<file path="config.mk">
export PLATFORM = sky130hd
export DESIGN_NAME = acl2_sample_sequencer
export DESIGN_NICKNAME = d
export VERILOG_FILES = /design/src/rtl/acl2_defs_pkg.sv /design/src/rtl/acl2_tick_gen.sv /design/src/rtl/acl2_sample_sequencer.sv
export SDC_FILE = /design/constraint.sdc
export NUM_CORES = 1
export LEC_CHECK = 0
export CORE_MARGIN = 2
export CORE_UTILIZATION = 45
export DETAILED_ROUTE_END_ITERATION = 10
export PLACE_DENSITY = 0.73
export SLEW_MARGIN = 20
export SYNTH_ARGS = -nofsm -noshare
export SYNTH_HDL_FRONTEND = slang
export SYNTH_SLANG_ARGS = --single-unit
</file>
<file path="constraint.sdc">
create_clock -name CLK -period 5.19 [get_ports CLK]
set_input_delay 1.038 -clock CLK [delete_from_list [all_inputs] [get_ports CLK]]
set_output_delay 1.038 -clock CLK [all_outputs]
set_load 0.05 [all_outputs]
</file>
<file path="src/rtl/acl2_defs_pkg.sv">
// Shared opcodes, ADXL362 register addresses and FSM encodings for the ACL2 sample sequencer.
package acl2_defs;

    localparam logic [1:0] OP_REG_READ  = 2'b00;
    localparam logic [1:0] OP_FIFO_READ = 2'b01;
    localparam logic [1:0] OP_WRITE     = 2'b10;

    localparam logic [7:0] XDATA      = 8'h08;
    localparam logic [7:0] YDATA      = 8'h09;
    localparam logic [7:0] ZDATA      = 8'h0A;
    localparam logic [7:0] FILTER_CTL = 8'h2C;
    localparam logic [7:0] POWER_CTL  = 8'h2D;

    localparam logic [2:0] ST_INIT_FILT = 3'd0;
    localparam logic [2:0] ST_INIT_PWR  = 3'd1;
    localparam logic [2:0] ST_WAIT_TICK = 3'd2;
    localparam logic [2:0] ST_RD_X      = 3'd3;
    localparam logic [2:0] ST_RD_Y      = 3'd4;
    localparam logic [2:0] ST_RD_Z      = 3'd5;
    localparam logic [2:0] ST_PUBLISH   = 3'd6;

    localparam logic PH_ISSUE = 1'b0;
    localparam logic PH_WAIT  = 1'b1;

    typedef struct packed {
        logic [1:0] op;
        logic [7:0] addr;
        logic [7:0] wdata;
    } spi_cmd_t;

    // Command launched by each transaction state; non-transaction states map to an idle read.
    function automatic spi_cmd_t state_cmd(input logic [2:0] st,
                                           input logic [7:0] filt_cfg,
                                           input logic [7:0] pwr_cfg);
        spi_cmd_t c;
        c.op    = OP_REG_READ;
        c.addr  = 8'h00;
        c.wdata = 8'h00;
        case (st)
            ST_INIT_FILT: begin
                c.op    = OP_WRITE;
                c.addr  = FILTER_CTL;
                c.wdata = filt_cfg;
            end
            ST_INIT_PWR: begin
                c.op    = OP_WRITE;
                c.addr  = POWER_CTL;
                c.wdata = pwr_cfg;
            end
            ST_RD_X: c.addr = XDATA;
            ST_RD_Y: c.addr = YDATA;
            ST_RD_Z: c.addr = ZDATA;
            default: ;
        endcase
        return c;
    endfunction

endpackage

</file>
<file path="src/rtl/acl2_tick_gen.sv">
// Sample-rate timer: counts 0..PERIOD-1 while enabled and flags the wrap cycle.
module acl2_tick_gen #(
    parameter int PERIOD = 1_000_000
) (
    input  logic CLK,
    input  logic RST,
    input  logic EN,
    output logic TICK
);

    localparam int CW = (PERIOD > 1) ? $clog2(PERIOD) : 1;
    localparam logic [CW-1:0] LAST = CW'(PERIOD - 1);

    logic [CW-1:0] cnt_q;
    logic [CW-1:0] cnt_d;

    always_comb begin
        cnt_d = cnt_q;
        if (!EN) begin
            cnt_d = '0;
        end else if (cnt_q == LAST) begin
            cnt_d = '0;
        end else begin
            cnt_d = cnt_q + 1'b1;
        end
    end

    always_ff @(posedge CLK or posedge RST) begin
        if (RST) begin
            cnt_q <= '0;
        end else begin
            cnt_q <= cnt_d;
        end
    end

    assign TICK = EN && (cnt_q == LAST);

endmodule

</file>
<file path="src/rtl/acl2_sample_sequencer.sv">
// ADXL362 command sequencer: two configuration writes, then periodic X/Y/Z reads published as
// one triplet per strobe, with a per-transaction watchdog that forces a full reconfigure.
module acl2_sample_sequencer #(
    parameter int         SAMPLE_PERIOD = 1_000_000,
    parameter int         DONE_TIMEOUT  = 65_535,
    parameter logic [7:0] FILTER_CFG    = 8'h13,
    parameter logic [7:0] POWER_CFG     = 8'h02
) (
    input  logic       CLK,
    input  logic       RST,
    output logic       SPI_START,
    output logic [1:0] SPI_OP,
    output logic [7:0] SPI_ADDR,
    output logic [7:0] SPI_WDATA,
    input  logic       SPI_BUSY,
    input  logic       SPI_DONE,
    input  logic [7:0] SPI_RDATA,
    output logic [7:0] ACC_X,
    output logic [7:0] ACC_Y,
    output logic [7:0] ACC_Z,
    output logic       SAMPLE_VALID,
    output logic       CFG_DONE,
    output logic       ERR_TIMEOUT
);

    import acl2_defs::*;

    localparam int WDW = (DONE_TIMEOUT > 1) ? $clog2(DONE_TIMEOUT) : 1;
    localparam logic [WDW-1:0] WD_LAST = WDW'(DONE_TIMEOUT - 1);

    logic [2:0]     state_q, state_d;
    logic           phase_q, phase_d;
    logic [WDW-1:0] wdog_q, wdog_d;
    logic           pend_q, pend_d;
    logic           start_q, start_d;
    logic [1:0]     op_q, op_d;
    logic [7:0]     addr_q, addr_d;
    logic [7:0]     wdata_q, wdata_d;
    logic [7:0]     shx_q, shx_d;
    logic [7:0]     shy_q, shy_d;
    logic [7:0]     shz_q, shz_d;
    logic [7:0]     accx_q, accx_d;
    logic [7:0]     accy_q, accy_d;
    logic [7:0]     accz_q, accz_d;
    logic           valid_q, valid_d;
    logic           cfg_q, cfg_d;
    logic           err_q, err_d;

    logic     tick;
    spi_cmd_t cmd;

    acl2_tick_gen #(
        .PERIOD (SAMPLE_PERIOD)
    ) u_tick (
        .CLK  (CLK),
        .RST  (RST),
        .EN   (cfg_q),
        .TICK (tick)
    );

    assign cmd = state_cmd(state_q, FILTER_CFG, POWER_CFG);

    always_comb begin
        state_d = state_q;
        phase_d = phase_q;
        wdog_d  = wdog_q;
        pend_d  = pend_q;
        start_d = 1'b0;
        op_d    = op_q;
        addr_d  = addr_q;
        wdata_d = wdata_q;
        shx_d   = shx_q;
        shy_d   = shy_q;
        shz_d   = shz_q;
        accx_d  = accx_q;
        accy_d  = accy_q;
        accz_d  = accz_q;
        valid_d = 1'b0;
        cfg_d   = cfg_q;
        err_d   = err_q;

        case (state_q)
            ST_WAIT_TICK: begin
                if (pend_q) begin
                    pend_d  = 1'b0;
                    state_d = ST_RD_X;
                    phase_d = PH_ISSUE;
                    wdog_d  = '0;
                end
            end

            ST_PUBLISH: begin
                accx_d  = shx_q;
                accy_d  = shy_q;
                accz_d  = shz_q;
                valid_d = 1'b1;
                state_d = ST_WAIT_TICK;
            end

            ST_INIT_FILT, ST_INIT_PWR, ST_RD_X, ST_RD_Y, ST_RD_Z: begin
                if (phase_q == PH_ISSUE) begin
                    wdog_d = '0;
                    if (!SPI_BUSY) begin
                        start_d = 1'b1;
                        op_d    = cmd.op;
                        addr_d  = cmd.addr;
                        wdata_d = cmd.wdata;
                        phase_d = PH_WAIT;
                    end
                end else if (SPI_DONE) begin
                    // DONE is checked ahead of the watchdog so a same-cycle completion wins.
                    phase_d = PH_ISSUE;
                    wdog_d  = '0;
                    case (state_q)
                        ST_INIT_FILT: state_d = ST_INIT_PWR;
                        ST_INIT_PWR: begin
                            cfg_d   = 1'b1;
                            state_d = ST_WAIT_TICK;
                        end
                        ST_RD_X: begin
                            shx_d   = SPI_RDATA;
                            state_d = ST_RD_Y;
                        end
                        ST_RD_Y: begin
                            shy_d   = SPI_RDATA;
                            state_d = ST_RD_Z;
                        end
                        default: begin
                            shz_d   = SPI_RDATA;
                            state_d = ST_PUBLISH;
                        end
                    endcase
                end else if (wdog_q == WD_LAST) begin
                    err_d   = 1'b1;
                    cfg_d   = 1'b0;
                    pend_d  = 1'b0;
                    state_d = ST_INIT_FILT;
                    phase_d = PH_ISSUE;
                    wdog_d  = '0;
                end else begin
                    wdog_d = wdog_q + 1'b1;
                end
            end

            default: begin
                state_d = ST_INIT_FILT;
                phase_d = PH_ISSUE;
                wdog_d  = '0;
            end
        endcase

        // A single pending flag: ticks landing while one is outstanding are dropped.
        if (tick && cfg_d) begin
            pend_d = 1'b1;
        end
    end

    always_ff @(posedge CLK or posedge RST) begin
        if (RST) begin
            state_q <= ST_INIT_FILT;
            phase_q <= PH_ISSUE;
            wdog_q  <= '0;
            pend_q  <= 1'b0;
            start_q <= 1'b0;
            op_q    <= 2'b00;
            addr_q  <= 8'h00;
            wdata_q <= 8'h00;
            shx_q   <= 8'h00;
            shy_q   <= 8'h00;
            shz_q   <= 8'h00;
            accx_q  <= 8'h00;
            accy_q  <= 8'h00;
            accz_q  <= 8'h00;
            valid_q <= 1'b0;
            cfg_q   <= 1'b0;
            err_q   <= 1'b0;
        end else begin
            state_q <= state_d;
            phase_q <= phase_d;
            wdog_q  <= wdog_d;
            pend_q  <= pend_d;
            start_q <= start_d;
            op_q    <= op_d;
            addr_q  <= addr_d;
            wdata_q <= wdata_d;
            shx_q   <= shx_d;
            shy_q   <= shy_d;
            shz_q   <= shz_d;
            accx_q  <= accx_d;
            accy_q  <= accy_d;
            accz_q  <= accz_d;
            valid_q <= valid_d;
            cfg_q   <= cfg_d;
            err_q   <= err_d;
        end
    end

    assign SPI_START    = start_q;
    assign SPI_OP       = op_q;
    assign SPI_ADDR     = addr_q;
    assign SPI_WDATA    = wdata_q;
    assign ACC_X        = accx_q;
    assign ACC_Y        = accy_q;
    assign ACC_Z        = accz_q;
    assign SAMPLE_VALID = valid_q;
    assign CFG_DONE     = cfg_q;
    assign ERR_TIMEOUT  = err_q;

endmodule
</file>
After elaboration in Yosys (flattened, before gate mapping)
Cells that the tools add are included.
{"block": "classes", "n_addsub": 2, "eq_ne": 14, "n_mux": 35, "bitwise": 5, "n_reduce_logical": 15}
{"op": "$mux 16", "n": 4}
{"op": "$pmux 16 s3", "n": 1}
{"op": "$mux 20", "n": 2}
{"op": "$pmux 6 s5", "n": 1}
{"op": "$add 20x1->20 const B", "n": 1}
{"op": "$eq 20x20->1 const B", "n": 1}
{"op": "$reduce_and 4->1", "n": 5}
{"op": "$mux 1", "n": 17}
{"op": "$add 16x1->16 const B", "n": 1}
{"op": "$eq 16x16->1 const B", "n": 1}
{"op": "$mux 3", "n": 4}
{"op": "$ne 3x3->1 const B", "n": 4}
{"op": "$pmux 3 s4", "n": 1}
{"op": "$pmux 5 s2", "n": 1}
{"op": "$eq 3x3->1 const B", "n": 3}
{"op": "$pmux 3 s3", "n": 1}
{"op": "$eq 3x2->1 const B", "n": 2}
{"op": "$reduce_and 3->1", "n": 2}
{"op": "$not 1->1", "n": 5}
{"op": "$reduce_or 5->1", "n": 1}
{"op": "$ne 2x2->1 const B", "n": 2}
{"op": "$reduce_or 4->1", "n": 1}
{"op": "$eq 3x1->1 const B", "n": 1}
{"op": "$logic_not 3->1", "n": 1}
{"op": "other kinds (7)", "n": 8}
{"block": "totals", "register_bits": 111, "output_inout_bits": 46, "elab_cells": 89}

Longest topological paths before layout
Gate-level depths: netlist of run 1.
{"block": "logic_depth", "depth_word": 8, "mapped_depth": 8, "depth_no_buf": 6}

By module
From an unflattened synthesis of run 1, not the netlist that was laid out.
{"block": "unflattened", "cells_unflattened": 391, "area_unflattened_um2": 4535.6}
{"mod": "acl2_sample_sequencer", "instances": 1, "cells_each": 280, "area_each_um2": 3433.3}
{"mod": "acl2_tick_gen", "instances": 1, "cells_each": 111, "area_each_um2": 1102.3}

Least setup slack after synthesis of run 1
OpenSTA, ideal clock, no wires.
{"block": "synth_path", "path_kind": "input port to flip-flop", "from": "in SPI_DONE", "to": "reg shy_q[0]", "t_arrival_ns": 2.034, "required_ns": 5.065, "slack_ns": 3.031, "stages": 3, "n_path_buf": 0, "path_cell_list": "nand2_1 -> nor4_2 -> mux2_2"}
{"block": "synth_between", "elab_chain_len": 1}
{"element": "from (decl)", "line": "acl2_sample_sequencer.sv:16", "source": "input logic SPI_DONE,"}
{"element": "$reduce_and 4->1 (no source line)"}
{"element": "to (signal assigned)", "line": "acl2_sample_sequencer.sv:187", "source": "shy_q <= shy_d;"}
{"element": "to (decl)", "line": "acl2_sample_sequencer.sv:40", "source": "logic [7:0] shy_q, shy_d;"}
Every way passes these cells.
A chain may end at the register's enable or synchronous reset.

Final worst setup path of run 1
{"block": "layout_path", "from": "in SPI_DONE", "to": "reg wdog_q[9]"}
{"block": "layout_between", "elab_chain_len": 3}
{"element": "$mux 16", "line": "acl2_sample_sequencer.sv:110", "source": "end else if (SPI_DONE) begin"}
{"element": "$mux 16", "line": "acl2_sample_sequencer.sv:101", "source": "if (phase_q == PH_ISSUE) begin"}
{"element": "$pmux 16 s3", "line": "acl2_sample_sequencer.sv:82", "source": "case (state_q)"}
{"element": "to (signal assigned)", "line": "acl2_sample_sequencer.sv:180", "source": "wdog_q <= wdog_d;"}
{"element": "to (decl)", "line": "acl2_sample_sequencer.sv:33", "source": "logic [WDW-1:0] wdog_q, wdog_d;"}
Every way passes these cells.

==> flow_summary.ini, run 1 <==
[run_status]
status = complete, no violations

[sta]
skew_ns = 0.0163
worst_slack_ns = 2.41
relSlewSlack_pct = 25.9
max_freq_mhz = 360
holdWs_ns = 0.464
fin_crit_ns = 2.78
fin_crit_sh_pct = 53.5
tightest_slew_ns = 1.11
setup_tns_ns = 0
rsz0062_at_grt = no
hold_viol = 0
slew_viol_final = 0
setup_viol = 0

[clocking]
cts_buffers = 9
root_buffer = clkbuf_8
cts_num_sinks = 99
clockBufferDepth = 2
ctsResizeCount = 0
cts_setup_buffers = 0
clk_latency_ns = 0.36
clkTransAtPathRegs_ns = 0.10
cts_tree = yes
hold_buffers = 0
htree_levels = 3

[synthesis]
synth_async_sr_flop_share_pct = 100
postSynthAreaPerCell_um2 = 11.5
ys.warnings.count = 0
synth.distinct_cells = 53
ys_ff_latch = 99
syn_area_um2 = 4490
synth-edff-count = 0
synth-main-ff-cell = dfrtp_1
synth_seq_area_share_pct = 55.2
syn_inst = 390

[critical_path]
crit_arrival_ns = 3.04
startpoint_type = input port
crit_path_end_kind = flop
path_class = input port to flop
crit_path_max_fanout = 16
worst-endpoint-required_ns = 5.46

[power]
power_density_nw_per_um2 = 361
irDropWorstVdd_mv = 0.238
leakagePower_nw = 2.31

[global_route]
track_usage_pct = 17.0
grt_pass1_vias = 3041
grt_max_degree = 62
grt_pass1_wl_um = 14900
antenna_found_initial = 0
overflow = 0

[placed_design]
place_area_um2 = 5000
portBuffers = 48
hpwl_um = 5960
pre_cts_slack_ns = 2.09
numPlacedInstances = 552
gp_congestion = 0.802

[floorplan]
core_um2 = 9730
die_width_um = 104
rows = 36
initial_core_util_pct = 46.1
die-area_um2 = 10800
die_height_um = 104
ios = 58

[layout]
layout_commonest_cell = dfrtp_1
layout.nets = 445
instances_no_fill = 568
final_area_um2 = 5160
areaGrowthSynthToFinish_pct = 15.1
n_antenna_cell = 0
fillCellCount = 884
layout_common_cells = dfrtp_1 (99), mux2_2 (48), clkdlybuf4s50_1 (48), nand2_1 (27), nor2_1 (19)
drive_gt1_share_pct = 16.3

[route]
vias = 3130
routed_via_density = 5.51
detail_route.drc_violations = 0
drt_pre_antenna_iters = 5
totalWireLength_um = 8930
ant_nets = 0
wire_per_inst_um = 15.7
drt_iter0_markers = 230

[min_path]
hp-class = flop to flop

[job]
max_cap_viol_count = 0
-- cell families after synthesis --
logic type	synth area share (%)
xor+xnor	2.93
other cells	0.0835
simple gates	14.2
fa+ha+maj	0.836
compound gates	9.00
flops	55.2
buf+inv	5.02
mux	12.7
-- final cells by class --
cell class | count | area [um2] | area share [%]
well taps | 133 | 166 | 3.22
flip-flops and latches | 99 | 2480 | 48.0
repair buffers | 49 | 488 | 9.45
inverters | 12 | 47.5 | 0.921
clock buffers | 11 | 131 | 2.54
clock inverters | 5 | 37.5 | 0.727
multi-input cells | 259 | 1820 | 35.2
-- synthesized netlist by cell type (all sizes together) (3+ instances only) --
library cell	instances	area share (%)
a31oi	9	1.4
nand2b	4	0.56
mux2	48	12
ha	3	0.84
nand3	13	1.4
nor2	19	1.6
xor2	14	2.7
nand2	27	2.3
dfrtp	99	55
and4	4	0.78
a21oi	16	1.8
clkbuf	3	0.25
or4	5	0.84
or3	6	0.84
inv	12	1.0
nor3	5	0.67
and2	6	0.84
nand4	13	2.0
mux2i	3	0.67
o21ai	19	2.2
nor4	3	0.56
buf	25	3.8
and3	4	0.56
o31ai	6	1.0
-- flip-flops by register name, summed over array words and instances (netlist names), 8 cells and up --
signal,flops
ACC_X,8
ACC_Y,8
ACC_Z,8
shx_q,8
shy_q,8
shz_q,8
u_tick.cnt_q,20
wdog_q,16
-- worst paths after layout --
kind                       cells after the start  slack, ns       startpoint         endpoint
min                                            1       0.46  u_tick.cnt_q[0]  u_tick.cnt_q[0]
max                                            4       2.41         SPI_DONE        wdog_q[9]
min reg2reg                                    1       0.46  u_tick.cnt_q[0]  u_tick.cnt_q[0]
max in group asynchronous                      3       3.02              RST         ACC_X[4]
min in group asynchronous                      2       1.16              RST         ACC_X[0]
max reg2reg                                    3       2.48       state_q[1]         ACC_Y[1]
-- critical path: stages --
cell and delay [ns]:
clkdlybuf4s50_1 0.50, a211oi_2 0.86, nand2_1 0.37, o21ai_0 0.27
-- metal layers --
| metal | share of wire [%] | vias to the layer above | global-route usage [%] |
|---|---|---|---|
| met5 | 0 | - | 0 |
| met4 | 1.2 | 0 | 5.79 |
| met3 | 5.5 | 8 | 4.57 |
| met2 | 47 | 91 | 27.3 |
| met1 | 46 | 1573 | 22.4 |
| li1 | - | 1458 | - |
-- per-stage QoR --
step,power [mW],util (%)
2_1_floorplan,1.29,-
3_3_place_gp,1.43,51.4
3_5_place_dp,1.44,51.4
4_1_cts,1.89,53.1
5_1_grt,1.96,53.1
6_report,1.87,53.1
-- where the power goes --
| part | switching, mW | internal, mW |
|---|---|---|
| clock network | 0.265 | 0.178 |
| logic | 0.322 | 0.166 |
| registers | 0.0706 | 0.865 |
Note: power is estimated with default switching activity, not from simulation.
==> run 2: changes to the inputs <==
--- a/config.mk
+++ b/config.mk
@@ -8,7 +8,7 @@
 export CORE_MARGIN = 2
 export CORE_UTILIZATION = 45
 export DETAILED_ROUTE_END_ITERATION = 10
-export PLACE_DENSITY = 0.73
+export PLACE_DENSITY = 0.76
 export SLEW_MARGIN = 20
 export SYNTH_ARGS = -nofsm -noshare
 export SYNTH_HDL_FRONTEND = slang
==> constraint.sdc (replaced) <==
create_clock -name CLK -period 2.5 [get_ports CLK]
set_input_delay 0.5 -clock CLK [delete_from_list [all_inputs] [get_ports CLK]]
set_output_delay 0.5 -clock CLK [all_outputs]
set_load 0.05 [all_outputs]
==> run 2 against run 1 <==
  * Largest cell class unchanged
  * Die area is the same
  * Sequential cell count unchanged
  * Critical path type is now flop to primary output
  * Final cell count is 1.2% higher
  * Register-to-register slack worse by 2.1 ns
  * Routed wire length shrank 1.2%
  * Sequential power increased by 110%
  * Final area increased by 1.6%
==> flow_summary.ini, run 2 (synthesis gave the netlist of run 1 again) <==
[run_status]
status = complete, no violations

[route]
drt_pre_antenna_iters = 4
detail_route.drc_violations = 0
vias = 3108
drt_iter0_markers = 225
ant_nets = 0
routed_via_density = 5.41
wire_per_inst_um = 15.3
totalWireLength_um = 8830

[layout]
regMostFlops = u_tick.cnt_q
final_area_um2 = 5250
largest_reg_flops = 20
layout_commonest_cell = dfrtp_1
layout.nets = 452
seqCellArea_um2 = 2480
multi_input_area_um2 = 1820
drive_gt1_share_pct = 18.1
n_antenna_cell = 0
reg_top3 = u_tick.cnt_q: 20 flops, wdog_q: 16 flops
areaGrowthSynthToFinish_pct = 16.8
fillCellCount = 836
layout_common_cells = dfrtp_1 (99), mux2_2 (48), clkdlybuf4s50_1 (48), nand2_1 (27), nor2_1 (19)

[clocking]
ctsResizeCount = 0
cts_tree = yes
clockBufferDepth = 2
clk_latency_ns = 0.37
cts_buffers = 9
root_buffer = clkbuf_8
hold_buffers = 0
clkTransAtPathRegs_ns = 0.10
htree_levels = 3
cts_num_sinks = 99
cts_setup_buffers = 0

[floorplan]
die-area_um2 = 10800
core_um2 = 9730
die_height_um = 104
die_width_um = 104
ios = 58
initial_core_util_pct = 46.1
rows = 36

[sta]
rsz0062_at_grt = no
hold_viol = 0
slew_viol_final = 0
setup_tns_ns = 0
setup_viol = 0
fin_crit_sh_pct = 87.2
fin_crit_ns = 2.18
skew_ns = 0.0110
max_freq_mhz = 459
tightest_slew_ns = 0.645
relSlewSlack_pct = 56.9

[power]
power_density_nw_per_um2 = 754
leakagePower_nw = 2.36
irDropWorstVdd_mv = 0.641
power_mw = 3.95

[critical_path]
slowest_stage = clkdlybuf4s50_1
path_class = flop to primary output
path_buf_inv = 1
crit_path_max_fanout = 5
cpPeakStageDelay_ns = 0.84
crit_path_cell_trace = clkdlybuf4s50_1
path_delay_family = buffers and inverters
crit_path_end_kind = primary output
startpoint_type = flop
worst-endpoint-required_ns = 2.00
crit_arrival_ns = 1.68

[global_route]
antenna_found_initial = 0
grt_pass1_vias = 3040
grt_max_degree = 100
track_usage_pct = 17.0
overflow = 0
grt_pass1_wl_um = 15000

[min_path]
hp-class = flop to flop

[placed_design]
gp_congestion = 0.768
portBuffers = 48
hpwl_um = 5900
place_area_um2 = 5060

[job]
max_cap_viol_count = 0
-- run 2: changes by cell type in the layout (fill, tap and decap cells not counted), sizes merged --
cell,delta
clkinv,+2
buf,+7
clkbuf,-2
-- run 2: path summary, 6_finish.rpt --
| check | end | cells past startpoint | start | slack [ns] |
|---|---|---|---|---|
| max | CFG_DONE | 1 | CFG_DONE | 0.32 |
| min | u_tick.cnt_q[0] | 1 | u_tick.cnt_q[0] | 0.47 |
| max reg2reg | wdog_q[11] | 6 | wdog_q[0] | 0.36 |
| min reg2reg | u_tick.cnt_q[0] | 1 | u_tick.cnt_q[0] | 0.47 |
| max in group asynchronous | wdog_q[10] | 3 | RST | 1.49 |
| min in group asynchronous | ACC_Y[7] | 3 | RST | 0.59 |
-- run 2: routing by layer --
metal	wire length [um]	vias up	global-route usage, %
li1	-	1463	-
met1	4160	1560	23.1
met2	4200	74	27.0
met3	369	11	4.20
met4	97	0	5.41
met5	0	-	0
-- run 2: metrics by stage --
step,setup slack (ns),utilization (%),hold WS [ns],cells
after floorplan,0.697,-,0.424,398
after global placement,0.175,52.0,0.441,559
after detailed placement,0.112,52.0,0.455,559
after CTS,0.295,53.9,0.472,575
after global routing,0.196,53.9,0.486,575
final,0.321,53.9,0.467,575
-- run 2: cell type report --
cell class                 instances  share of cell area (%)
clock buffer                       9                    2.36
clock inverter                     7                    1.12
inverter                          12                   0.930
multi-input combinational        259                    34.6
sequential                        99                    47.2
tap                              133                    3.17
timing repair buffer              56                    10.5
-- run 2: worst reg2reg max path, delay by kind of cell, from the launching register on --
kind,cells,cell delay [ns]
adders and majority gates,1,0.14
DFF,1,0.45
buffers and inverters,1,0.08
and+or+nand+nor,2,0.91
AOI/OAI and AO/OA,2,0.44
-- run 2: power breakdown --
part	internal [mW]	total [mW]	switching [mW]
clock network	0.378	0.982	0.604
logic	0.359	1.03	0.673
registers	1.80	1.94	0.146
